==> config.mk <==
export PLATFORM = sky130hd
export DESIGN_NAME = int_inject_ctrl_flat
export DESIGN_NICKNAME = d
export VERILOG_FILES = /design/src/rtl/int_inject_ctrl_if.sv /design/src/rtl/int_inject_ctrl.sv /design/src/flat_wrapper.sv
export SDC_FILE = /design/constraint.sdc
export NUM_CORES = 1
export LEC_CHECK = 0
export CORE_ASPECT_RATIO = 1.75
export CORE_UTILIZATION = 47
export CTS_BUF_LIST = sky130_fd_sc_hd__clkbuf_16
export DETAILED_ROUTE_END_ITERATION = 12
export PLACE_DENSITY = 0.82
export SETUP_SLACK_MARGIN = 0.5
export SLEW_MARGIN = 20
export SYNTH_ARGS = -nofsm -noshare
export SYNTH_HDL_FRONTEND = slang
export SYNTH_SLANG_ARGS = --single-unit
==> constraint.sdc <==
create_clock -name clock -period 5.2 [get_ports clock]
set_input_delay 0.78 -clock clock [delete_from_list [all_inputs] [get_ports clock]]
set_output_delay 0.78 -clock clock [all_outputs]
set_load 0.02 [all_outputs]
==> src/rtl/int_inject_ctrl_if.sv <==
// Bus bundle between the P4 fetch/RI path, the decoder and the interrupt injection controller.
// The master side is the core/fetch environment; the slave side is int_inject_ctrl.
interface int_inject_ctrl_if #(
    parameter int N_CH  = 16,
    parameter int IW    = 16,
    parameter int VEC_W = 4
);
    logic [IW-1:0]    ri_in;
    logic             ri_load;
    logic             int_en;
    logic [N_CH-1:0]  int_req;
    logic [N_CH-1:0]  int_mask;
    logic [N_CH-1:0]  int_clr;
    logic [IW-1:0]    ri_out;
    logic             clock_en;
    logic             int_busy;
    logic [VEC_W-1:0] int_vec;
    logic [N_CH-1:0]  pending;

    modport master (
        output ri_in, ri_load, int_en, int_req, int_mask, int_clr,
        input  ri_out, clock_en, int_busy, int_vec, pending
    );

    modport slave (
        input  ri_in, ri_load, int_en, int_req, int_mask, int_clr,
        output ri_out, clock_en, int_busy, int_vec, pending
    );
endinterface

==> src/rtl/int_inject_ctrl.sv <==
// Interrupt controller for the P4 core: latches request edges, prioritises unmasked channels and,
// at an instruction boundary, freezes the core one cycle then injects "INT vec" and a NOP.
module int_inject_ctrl #(
    parameter int                    N_CH     = 16,
    parameter int                    IW       = 16,
    parameter int                    VEC_W    = 4,
    parameter logic [IW-VEC_W-1:0]   INT_OPC  = 12'b010001110000,
    parameter logic [IW-1:0]         NOP_WORD = 16'h0000
) (
    input  logic               clock,
    input  logic               reset,
    int_inject_ctrl_if.slave   bus
);

    generate
        if (N_CH < 1 || N_CH > (1 << VEC_W)) begin : g_bad_n_ch
            $error("int_inject_ctrl: N_CH must be in 1..2**VEC_W");
        end
        if (IW <= VEC_W) begin : g_bad_iw
            $error("int_inject_ctrl: IW must exceed VEC_W");
        end
    endgenerate

    typedef enum logic [1:0] {
        IDLE   = 2'd0,
        STALL  = 2'd1,
        INJECT = 2'd2,
        NOP    = 2'd3
    } state_t;

    state_t            state, state_nxt;
    logic              clock_en_q, clock_en_nxt;
    logic [VEC_W-1:0]  int_vec_q;
    logic [N_CH-1:0]   req_d;
    logic [N_CH-1:0]   pending_q;
    logic [IW-1:0]     ri_hold;
    logic [IW-1:0]     ri_out_c;

    logic [N_CH-1:0]   rise;
    logic [N_CH-1:0]   eligible;
    logic [N_CH-1:0]   win_oh;
    logic [VEC_W-1:0]  win;
    logic              found;
    logic              take;
    logic [N_CH-1:0]   clr_svc;

    assign rise     = bus.int_req & ~req_d;
    assign eligible = pending_q & ~bus.int_mask;

    // Lowest set index wins; channel 0 has the highest priority.
    always_comb begin
        win    = '0;
        win_oh = '0;
        found  = 1'b0;
        for (int unsigned i = 0; i < N_CH; i++) begin
            if (eligible[i] && !found) begin
                win       = VEC_W'(i);
                win_oh[i] = 1'b1;
                found     = 1'b1;
            end
        end
    end

    assign take    = (state == IDLE) && bus.int_en && found && bus.ri_load;
    assign clr_svc = take ? win_oh : '0;

    always_comb begin
        state_nxt    = state;
        clock_en_nxt = 1'b1;
        ri_out_c     = bus.ri_in;
        case (state)
            IDLE: begin
                if (take) begin
                    clock_en_nxt = 1'b0;
                    state_nxt    = STALL;
                end
            end
            STALL: begin
                // Replay the boundary instruction the core could not consume.
                ri_out_c  = ri_hold;
                state_nxt = INJECT;
            end
            INJECT: begin
                ri_out_c  = {INT_OPC, int_vec_q};
                state_nxt = NOP;
            end
            NOP: begin
                ri_out_c  = NOP_WORD;
                state_nxt = IDLE;
            end
            default: begin
                state_nxt = IDLE;
            end
        endcase
    end

    always_ff @(posedge clock or posedge reset) begin
        if (reset) begin
            state      <= IDLE;
            clock_en_q <= 1'b0;
            int_vec_q  <= '0;
            req_d      <= '0;
            pending_q  <= '0;
            ri_hold    <= '0;
        end else begin
            state      <= state_nxt;
            clock_en_q <= clock_en_nxt;
            req_d      <= bus.int_req;
            // A new edge wins over both the service clear and the software clear.
            pending_q  <= (pending_q & ~clr_svc & ~bus.int_clr) | rise;
            if (take) begin
                int_vec_q <= win;
            end
            if (clock_en_q && (state == IDLE)) begin
                ri_hold <= bus.ri_in;
            end
        end
    end

    assign bus.ri_out   = ri_out_c;
    assign bus.clock_en = clock_en_q;
    assign bus.int_busy = (state != IDLE);
    assign bus.int_vec  = int_vec_q;
    assign bus.pending  = pending_q;

endmodule

==> src/flat_wrapper.sv <==
// flat-port wrapper written by rule: the top's interface ports become plain ports
module int_inject_ctrl_flat 
#(
    parameter int                    N_CH     = 16,
    parameter int                    IW       = 16,
    parameter int                    VEC_W    = 4,
    parameter logic [IW-VEC_W-1:0]   INT_OPC  = 12'b010001110000,
    parameter logic [IW-1:0]         NOP_WORD = 16'h0000
)
  (clock, reset, bus_ri_in, bus_ri_load, bus_int_en, bus_int_req, bus_int_mask, bus_int_clr, bus_ri_out, bus_clock_en, bus_int_busy, bus_int_vec, bus_pending);
  int_inject_ctrl_if #(.N_CH(N_CH), .IW(IW), .VEC_W(VEC_W)) bus_i ();
  input  logic clock;
  input  logic reset;
  input wire logic [$bits(bus_i.ri_in)-1:0] bus_ri_in;
  input wire logic [$bits(bus_i.ri_load)-1:0] bus_ri_load;
  input wire logic [$bits(bus_i.int_en)-1:0] bus_int_en;
  input wire logic [$bits(bus_i.int_req)-1:0] bus_int_req;
  input wire logic [$bits(bus_i.int_mask)-1:0] bus_int_mask;
  input wire logic [$bits(bus_i.int_clr)-1:0] bus_int_clr;
  output wire logic [$bits(bus_i.ri_out)-1:0] bus_ri_out;
  output wire logic [$bits(bus_i.clock_en)-1:0] bus_clock_en;
  output wire logic [$bits(bus_i.int_busy)-1:0] bus_int_busy;
  output wire logic [$bits(bus_i.int_vec)-1:0] bus_int_vec;
  output wire logic [$bits(bus_i.pending)-1:0] bus_pending;
  assign bus_i.ri_in = bus_ri_in;
  assign bus_i.ri_load = bus_ri_load;
  assign bus_i.int_en = bus_int_en;
  assign bus_i.int_req = bus_int_req;
  assign bus_i.int_mask = bus_int_mask;
  assign bus_i.int_clr = bus_int_clr;
  assign bus_ri_out = bus_i.ri_out;
  assign bus_clock_en = bus_i.clock_en;
  assign bus_int_busy = bus_i.int_busy;
  assign bus_int_vec = bus_i.int_vec;
  assign bus_pending = bus_i.pending;
  int_inject_ctrl #(.N_CH(N_CH), .IW(IW), .VEC_W(VEC_W), .INT_OPC(INT_OPC), .NOP_WORD(NOP_WORD)) u_core (.clock(clock), .reset(reset), .bus(bus_i));
endmodule
==> qor.csv <==
stage,metric,value,unit
route,post-DR vias/cell,5.210,
finish,most frequent cells in the layout,"clkdlybuf4s50_1 (105), dfrtp_1 (55), inv_1 (37)",
synth,sequential-to-total area share from yosys stat,0.5090,
synth,mapped cell area,0.002704,sq mm
synth,Ys Warns,0,
critical_path,Critical Path Stages,5,
pwr,pwr/cell area,449.1,mW/mm^2
clock_tree,CTS tree,done,
synth,post-synthesis mux area share,0.07450,
synth,Compound-Gate Fraction of Synth Area,0.1532,
placed_design,I/O Buffers,105,
clock_tree,Num CTS Buffers,5,
synth,Synth Flop Type,dfrtp_1,
pwr,Lkg Pwr,1.666,nW
synth,Post-synth EDFFs,0,
synth,ys async rst share,1.000,
route,vias after detailed routing,2287,
route,DRC,0,
critical_path,CP peak stage delay,0.75,ns
global_routing,largest net degree at the start of global routing,56,
critical_path,Worst EP arrival,2.54,ns
min_path,Min-Delay Path Depth,1,
route,TritonRoute pass-1 iters,4,
global_routing,grt ovf,0,
flow_run,Max Cap Violations,0,
finish,# fillers,443,
synth,Post-Syn Area per Cell,10.44,sq um
floorplanning,Initial Utilization,0.4880,
clock_tree,clk root buf,clkbuf_16,
finish,"most common cell after layout, fill and taps aside",clkdlybuf4s50_1,
floorplanning,Die Ht,102.3,um
global_routing,initial antenna violation count,0,
placed_design,Post-DP HPWL,4.959,mm
critical_path,crit path kind,reg -> out,
clock_tree,CTS H-tree depth,2,
floorplanning,# rows,36,
synth,Mapped Nets,331,
timing,max-slew violations,0,
critical_path,worst-path cell chain,inv_1 -> ha_1 -> nor2b_1 -> a22o_1 -> clkdlybuf4s50_1,
timing,Slew headroom,0.3857,
clock_tree,Post-CTS Setup Repair Bufs,0,
synth,adder-cell share of the synthesized area,0.01851,
floorplanning,Core ar.,0.005540,sq mm
clock_tree,CTS clock-pin slew for the worst setup and hold paths,0.07,ns
placed_design,GPL Wtd Cong,0.7963,
floorplanning,I/O pin count,106,
timing,final setup vio count,0,
floorplanning,die area,0.006072,sq mm
critical_path,Worst path top cell family by delay,adder cells,
route,routed length per instance,14.31,um
placed_design,placed cell count,431,
synth,Post-Synthesis Cells,259,
clock_tree,Resized Gates After CTS,0,
min_path,Hold Path Class,reg -> reg,
clock_tree,worst skew pair latency,0.29,ns
clock_tree,CTS Buffer Depth,2,
critical_path,R2R depth,5,
timing,Hold Fails Final Rpt,0,
global_routing,vias in the first global route,2282,
timing,Hold WS,0.4226,ns
timing,RSZ-0062 raised after global routing,false,
finish,Final Net Count,434,
timing,worst-margin pin slew,0.9214,ns
global_routing,first-pass GRT wire length,10.16,mm
route,final wirelength,6.282,mm
timing,period utilization,0.6389,
route,Routed Antenna Nets,0,
critical_path,Critical-path top delay cell,ha_1,
critical_path,Worst Path Max Fanout,30,
outcome,status,"complete, no violations",
synth,synthesized flop and latch total,55,
synth,Netlist cell types,40,
critical_path,buffer and inverter count on the worst path,2,
route,DRT iter0 DRCs,50,
finish,Layout Cells excl Fill,439,
pwr,Tot Pwr,1.773,mW
finish,layout cell share with drive strength beyond 1,0.09366,
critical_path,Startpoint Class,flip-flop,
critical_path,Worst Path Required,4.42,ns
synth,Synth Area in Simple Gates,0.1791,
global_routing,All-Layer GR Usage,0.2208,
synth,largest family of logic cells by synthesized area,simple AND/OR/NAND/NOR gates,
timing,Fin Clk Skew,0.008259,ns
clock_tree,clk sink count,55,
synth,Post-Synth XOR/XNOR Area,0,
timing,Tmin final,3.322,ns
critical_path,critical path capture point type,output port,
finish,Antenna Cells,0,
floorplanning,Die Wd,59.34,um
timing,setup TNS,0,ns
timing,Max Fclk,301.0,MHz
clock_tree,# hold bufs at CTS,0,
finish,"Area growth, synth to finish",46.04,%
pwr,worst IR drop on VDD,0.0002422,V
-- power breakdown --
| group | internal (mW) | switching (mW) |
|---|---|---|
| sequential | 0.537 | 0.0627 |
| combinational | 0.435 | 0.425 |
| clock | 0.174 | 0.140 |
| total | 1.15 | 0.628 |
-- Yosys cell counts, drive strengths merged (2+ instances only) --
cell type,instances,share of area
nand2b,19,0.053
a22oi,4,0.011
nand4,3,0.020
nor4,11,0.031
or3,2,0.0046
nor2,6,0.0083
clkbuf,5,0.0069
nand2,22,0.031
a2bb2oi,2,0.0065
ha,4,0.019
a31oi,2,0.0046
nor4b,2,0.0065
inv,37,0.051
mux2,17,0.071
buf,4,0.0074
a22o,4,0.013
nand3,3,0.0056
nor2b,4,0.0093
o21ai,22,0.041
dfrtp,55,0.51
o32ai,13,0.042
o311ai,3,0.0097
a21oi,5,0.0093
-- area by class of cell --
| type | count | area, sq um | area share |
|---|---|---|---|
| Clock inverter | 3 | 11.26 | 0.002852 |
| Clock buffer | 5 | 125.1 | 0.03169 |
| Sequential cell | 55 | 1376 | 0.3485 |
| Multi-Input combinational cell | 158 | 1150 | 0.2912 |
| Inverter | 37 | 140.1 | 0.03549 |
| Timing Repair Buffer | 105 | 1051 | 0.2662 |
| Tap cell | 76 | 95.09 | 0.02408 |
-- worst paths after layout --
path                                        startpoint                         endpoint  slack [ns]
min reg2reg                  u_core.req_d[0]$_DFF_PP0_  u_core.bus.pending[0]$_DFF_PP0_        0.42
max reg2reg                u_core.state[0]$_DFFE_PP0P_      u_core.state[1]$_DFFE_PP0P_        3.10
max                        u_core.state[0]$_DFFE_PP0P_                   bus_ri_out[11]        1.88
min                          u_core.req_d[0]$_DFF_PP0_  u_core.bus.pending[0]$_DFF_PP0_        0.42
min in group asynchronous                        reset        u_core.req_d[8]$_DFF_PP0_        0.97
max in group asynchronous                        reset        u_core.req_d[2]$_DFF_PP0_        3.66
-- cells by family (layout without fill, tap and decap cells) --
family / count (synthesis) / count (layout)
DFF: 55 / 55
adders and majority gates: 4 / 4
buffers and inverters: 46 / 150
and+or+nand+nor: 76 / 76
muxes: 18 / 18
AOI/OAI and AO/OA: 60 / 60
-- sequential cells by signal, summed over array words and instances (netlist names) --
name and cells:
u_core.bus.clock_en 1, u_core.bus.int_vec 4, u_core.bus.pending 16, u_core.req_d 16
u_core.ri_hold 16, u_core.state 2
-- routing by layer --
layer / up-vias / routed length (um) / track usage
met1: 1080 / 2352 / 0.2301
met3: 14 / 246 / 0.03165
met4: 0 / 167 / 0.08242
met2: 76 / 3516 / 0.4270
li1: 1117 / - / -
met5: - / 0 / 0
-- per-stage QoR --
step	worst slack (ns)	cell area, sq um	utilization
2_1_floorplan	2.916	2704	-
3_3_place_gp	2.287	3811	0.6879
3_5_place_dp	2.203	3811	0.6879
4_1_cts	1.878	3948	0.7125
5_1_grt	1.693	3949	0.7127
6_report	1.878	3949	0.7127
(Power assumes the default switching activity.)
